<file path="config.mk">
export PLATFORM = sky130hd
export DESIGN_NAME = i2s_master_ctrl
export DESIGN_NICKNAME = d
export VERILOG_FILES = /design/src/rtl/i2s_master_ctrl.sv
export SDC_FILE = /design/constraint.sdc
export NUM_CORES = 1
export LEC_CHECK = 0
export CORE_ASPECT_RATIO = 1.5
export CORE_UTILIZATION = 52
export CTS_CLUSTER_DIAMETER = 100
export DETAILED_ROUTE_END_ITERATION = 16
export PLACE_DENSITY_LB_ADDON = 0.1
export SYNTH_ARGS = -nofsm -noshare
export SYNTH_HDL_FRONTEND = slang
export SYNTH_SLANG_ARGS = --single-unit
</file>
<file path="constraint.sdc">
create_clock -name clk -period 3 [get_ports clk]
set_clock_uncertainty 0.05 [all_clocks]
set_input_delay 0.75 -clock clk [delete_from_list [all_inputs] [get_ports clk]]
set_output_delay 0.75 -clock clk [all_outputs]
set_load 0.02 [all_outputs]
</file>
<file path="src/rtl/i2s_master_ctrl.sv">
// rtl/i2s_master_ctrl.sv - I2S master bclk/lrclk generator and frame-aligned capture sequencer
module i2s_master_ctrl #(
    parameter int DIV_W = 8,
    parameter int CNT_W = 16
) (
    input  logic             clk,
    input  logic             reset_n,
    input  logic             sw_enable,
    input  logic [DIV_W-1:0] bclk_div,
    input  logic             fifo_ready,
    input  logic             overrun_clear,
    output logic             bclk,
    output logic             lrclk,
    output logic             shift_enable,
    output logic             running,
    output logic [CNT_W-1:0] overrun_count
);

    typedef enum logic [1:0] {
        S_IDLE,
        S_START,
        S_RUN,
        S_DRAIN
    } state_t;

    state_t           state, state_d;
    logic [DIV_W-1:0] div_q, div_q_d;
    logic [DIV_W-1:0] div_cnt, div_cnt_d;
    logic [5:0]       bit_cnt, bit_cnt_d;
    logic [5:0]       bit_next;
    logic             bclk_d, lrclk_d, shift_enable_d;
    logic             drain_wrap, drain_wrap_d;
    logic [CNT_W-1:0] overrun_d;
    logic             tick, fall_ev, rise_ev, overrun_ev;

    always_ff @(posedge clk or negedge reset_n) begin
        if (!reset_n) begin
            state         <= S_IDLE;
            div_q         <= '0;
            div_cnt       <= '0;
            bit_cnt       <= '0;
            bclk          <= 1'b0;
            lrclk         <= 1'b0;
            shift_enable  <= 1'b0;
            drain_wrap    <= 1'b0;
            running       <= 1'b0;
            overrun_count <= '0;
        end else begin
            state         <= state_d;
            div_q         <= div_q_d;
            div_cnt       <= div_cnt_d;
            bit_cnt       <= bit_cnt_d;
            bclk          <= bclk_d;
            lrclk         <= lrclk_d;
            shift_enable  <= shift_enable_d;
            drain_wrap    <= drain_wrap_d;
            running       <= (state_d != S_IDLE);
            overrun_count <= overrun_d;
        end
    end

    always_comb begin
        state_d        = state;
        div_q_d        = div_q;
        div_cnt_d      = div_cnt;
        bit_cnt_d      = bit_cnt;
        bclk_d         = bclk;
        lrclk_d        = lrclk;
        shift_enable_d = shift_enable;
        drain_wrap_d   = drain_wrap;
        overrun_d      = overrun_count;

        tick       = (state != S_IDLE) && (div_cnt == div_q);
        fall_ev    = tick && bclk;
        rise_ev    = tick && !bclk;
        bit_next   = bit_cnt + 6'd1;
        // a stereo sample is dropped when its right-channel write (bit 0->1) finds the FIFO full
        overrun_ev = fall_ev && (bit_cnt == 6'd0) && !fifo_ready &&
                     ((state == S_RUN) || (state == S_DRAIN));

        if (state != S_IDLE) begin
            div_cnt_d = tick ? '0 : div_cnt + DIV_W'(1);
            if (tick) begin
                bclk_d = !bclk;
            end
            if (fall_ev) begin
                bit_cnt_d = bit_next;
                lrclk_d   = bit_next[5];
            end
        end

        case (state)
            S_IDLE: begin
                bclk_d         = 1'b0;
                lrclk_d        = 1'b0;
                div_cnt_d      = '0;
                bit_cnt_d      = '0;
                shift_enable_d = 1'b0;
                if (sw_enable) begin
                    state_d = S_START;
                    div_q_d = bclk_div;
                end
            end
            S_START: begin
                if (!sw_enable) begin
                    state_d = S_IDLE;
                end else if (fall_ev && (bit_cnt == 6'd63)) begin
                    state_d        = S_RUN;
                    shift_enable_d = 1'b1;
                end
            end
            S_RUN: begin
                shift_enable_d = 1'b1;
                if (!sw_enable) begin
                    state_d      = S_DRAIN;
                    drain_wrap_d = 1'b0;
                end
            end
            S_DRAIN: begin
                if (fall_ev && (bit_cnt == 6'd63)) begin
                    drain_wrap_d = 1'b1;
                end
                // stop only after the final right-channel word has been written
                if (rise_ev && (bit_cnt == 6'd2) && drain_wrap) begin
                    state_d = S_IDLE;
                end
            end
            default: begin
                state_d = S_IDLE;
            end
        endcase

        if ((state != S_IDLE) && (state_d == S_IDLE)) begin
            bclk_d         = 1'b0;
            lrclk_d        = 1'b0;
            div_cnt_d      = '0;
            bit_cnt_d      = '0;
            shift_enable_d = 1'b0;
        end

        if (overrun_clear) begin
            overrun_d = '0;
        end else if (overrun_ev && (overrun_count != '1)) begin
            overrun_d = overrun_count + CNT_W'(1);
        end
    end

endmodule
</file>
==> impl_metrics.tcl <==
set metrics [dict create \
    numCtsBuffers 5 \
    tns_ps 0 \
    wl_mm 4.999 \
    cts_max_level 2 \
    outcome "finished clean" \
    diodes 0 \
    path_clk_slew_ps 90 \
    maxCapViolations 0 \
    antenna_left 0 \
    grt_pass1_vias 1906 \
    arrival_ps 2710 \
    ys.flop_type "dfrtp_1" \
    hpwl_mm 3.576 \
    grt_max_degree 45 \
    powerDensity_nw_per_um2 337.1 \
    fill_cells 404 \
    cp_max_fo 13 \
    fp.dieArea_um2 5085 \
    worstSetupPathType "register to register" \
    layout-drive-gt1-share 0.1103 \
    cts_buffer_depth 2 \
    worst_path_max_delay_cell "dfrtp_1" \
    fin_crit_ps 2547 \
    max_slew_margin 0.3688 \
    p_seq_frac 0.593 \
    io_buffers 32 \
    yosys-top-cells-count "44 x dfrtp_1, 20 x nor2_1, 17 x a21oi_1, 17 x nand2_1, 14 x nand3_1" \
    num_io_pins 33 \
    fp.dieW_um 58.56 \
    ys_seq_elements 44 \
    seq_area_frac_synth 0.4413 \
    areaGrowthSynthToFinish_pct 18.81 \
    worst_pin_slew_ps 946.8 \
    startpoint_type "register" \
    swShare 0.2301 \
    cpPeakStageDelay_ps 520 \
    start_util 0.5448 \
    peakVddDrop_mv 0.3360 \
    routabilityCongestion 0.8788 \
    layout.nets 311 \
    post_drt_via_cell_ratio 5.562 \
    min_path_type "register to register" \
    post_cts_buffers 0 \
    cts_tree "yes" \
    root_buffer "clkbuf_8" \
    cp_top_family "simple AND/OR/NAND/NOR gates" \
    drv_slew 0 \
    crit_path_end_kind "register" \
    synthArstFlopShare 1.000 \
    p_clk_frac 0.375 \
    vias 1969 \
    crit_buf_inv 1 \
    clk_latency_ps 300 \
    synth.top_cell.area_share 0.4413 \
    power.leakage_nw 1.200 \
    die_h_um 86.84 \
    final_core_util 0.6473 \
    grt_pass1_wl_mm 8.521 \
    synth_nets 275 \
    period_share 0.8491 \
    synth_area_um2 2495 \
    path_cells "inv_1, ha_1, or2b_1, nor4_4, nand3_1, or3_1, a21oi_1" \
    synth_area_leaders "dfrtp_1 44%, ha_1 4.5%, xnor2_1 3.9%, xor2_1 3.9%, mux2_2 3.6%" \
    dr.first_iter.drc_count 63 \
    cts.sinks 44 \
    ctsResizeCount 0 \
    cts_hold_buf 0 \
    synth_edf_count 0 \
    p_total_mw 0.9992 \
    whs_ps 487.5 \
    antenna_found_initial 0 \
    yosysWarningCount 0 \
    routedWlPerCell_um 14.12 \
    dr.pass1.iters 4 \
    rsz0062_at_grt "no" \
    grtUsageTotal 0.2170 \
    row_count 30 \
    ys_types 47 \
    synth.most_common_cell "dfrtp_1" \
    synthCells 253 \
    grt_remaining_overflow 0 \
    max_freq_ghz 0.3926 \
    core_area_um2 4579 \
    drc 0 \
    intPower_mw 0.7693 \
    hold_violations 0 \
    pwr-share-comb 0.032 \
    finalSetupViolCount 0 \
    synth_top_area_cell "dfrtp_1" \
    synth_area_per_cell_um2 9.861 \
    p_sw_mw 0.2299 \
    crit_required_ps 3160 \
]
[stage by stage]
stage          instances  worst slack, ps  instance area [µm²]
6_report             354            452.7                 2964
4_1_cts              354            425.5                 2964
3_5_place_dp         346            304.0                 2877
3_3_place_gp         346            349.7                 2877
2_1_floorplan        253            794.5                 2495
5_1_grt              354            233.7                 2964
[cell type report]
type	count	area [µm²]	share of cell area
multi-input cells	192	1305	0.4403
flip-flops and latches	44	1101	0.3715
repair buffers	38	360.3	0.1216
well taps	64	80.08	0.02702
clock buffers	5	68.82	0.02322
inverters	8	30.03	0.01013
clock inverters	3	18.77	0.006332
[power by group through the flow]
stage / clock (mW) / sequential [mW] / combinational, mW
final: 0.375 / 0.592 / 0.0322
after global routing: 0.410 / 0.593 / 0.0363
after CTS: 0.384 / 0.592 / 0.0336
after detailed placement: 0 / 0.604 / 0.0334
after global placement: 0 / 0.604 / 0.0330
after floorplan: 0 / 0.604 / 0.00550
[cells by family after synthesis]
kind of cell | count (synthesis) | synth area share
adder cells (fa/ha/maj) | 9 | 0.04514
multiplexers | 11 | 0.04815
XOR/XNOR | 22 | 0.07723
buffers and inverters | 17 | 0.03560
flip-flops | 44 | 0.4413
AND/OR/NAND/NOR | 103 | 0.2347
AO/OA/AOI/OAI | 47 | 0.1179
[sequential cells by signal (all words and copies together), names as in the netlist]
signal / cells
lrclk: 1
state: 2
div_q: 8
bit_cnt: 5
bclk: 1
div_cnt: 8
running: 1
drain_wrap: 1
overrun_count: 16
shift_enable: 1
[cell usage in the layout, fill, tap and decap left out, types with 3 or more instances in the layout]
cell type	netlist	routed
dfrtp_1	44	44
clkdlybuf4s50_1	0	31
nor2_1	20	20
nand2_1	17	17
a21oi_1	17	17
nand3_1	14	14
o21ai_0	12	12
xnor2_1	11	11
nor3_1	11	11
xor2_1	11	11
ha_1	9	9
inv_1	8	8
nand4_1	8	8
mux2_2	8	8
or3_1	7	7
buf_4	0	6
o31ai_1	5	5
clkbuf_8	1	5
and3_1	4	4
or4_1	4	4
mux2i_1	3	3
[path summary, 6_finish.rpt]
check	start	slack (ps)	cells after the start	endpoint
hold / removal	shift_enable	490	2	shift_enable
hold reg to reg	shift_enable	490	2	shift_enable
max in group asynchronous	reset_n	1760	1	overrun_count[0]
setup / recovery	state[1]	450	7	overrun_count[12]
setup reg to reg	state[1]	450	7	overrun_count[12]
min in group asynchronous	reset_n	530	1	div_q[3]
[layer usage]
layer	track usage	wire length, µm
met4	0.08442	83
met5	0	0
met2	0.3762	2600
met3	0.04925	141
met1	0.2568	2172
[worst min-delay path, delay by kind of cell, from the launching register on]
| family | cells | cell delay [ps] |
|---|---|---|
| flops | 1 | 370 |
| simple gates | 2 | 130 |
No activity file was read; power rests on OpenSTA's default activity.
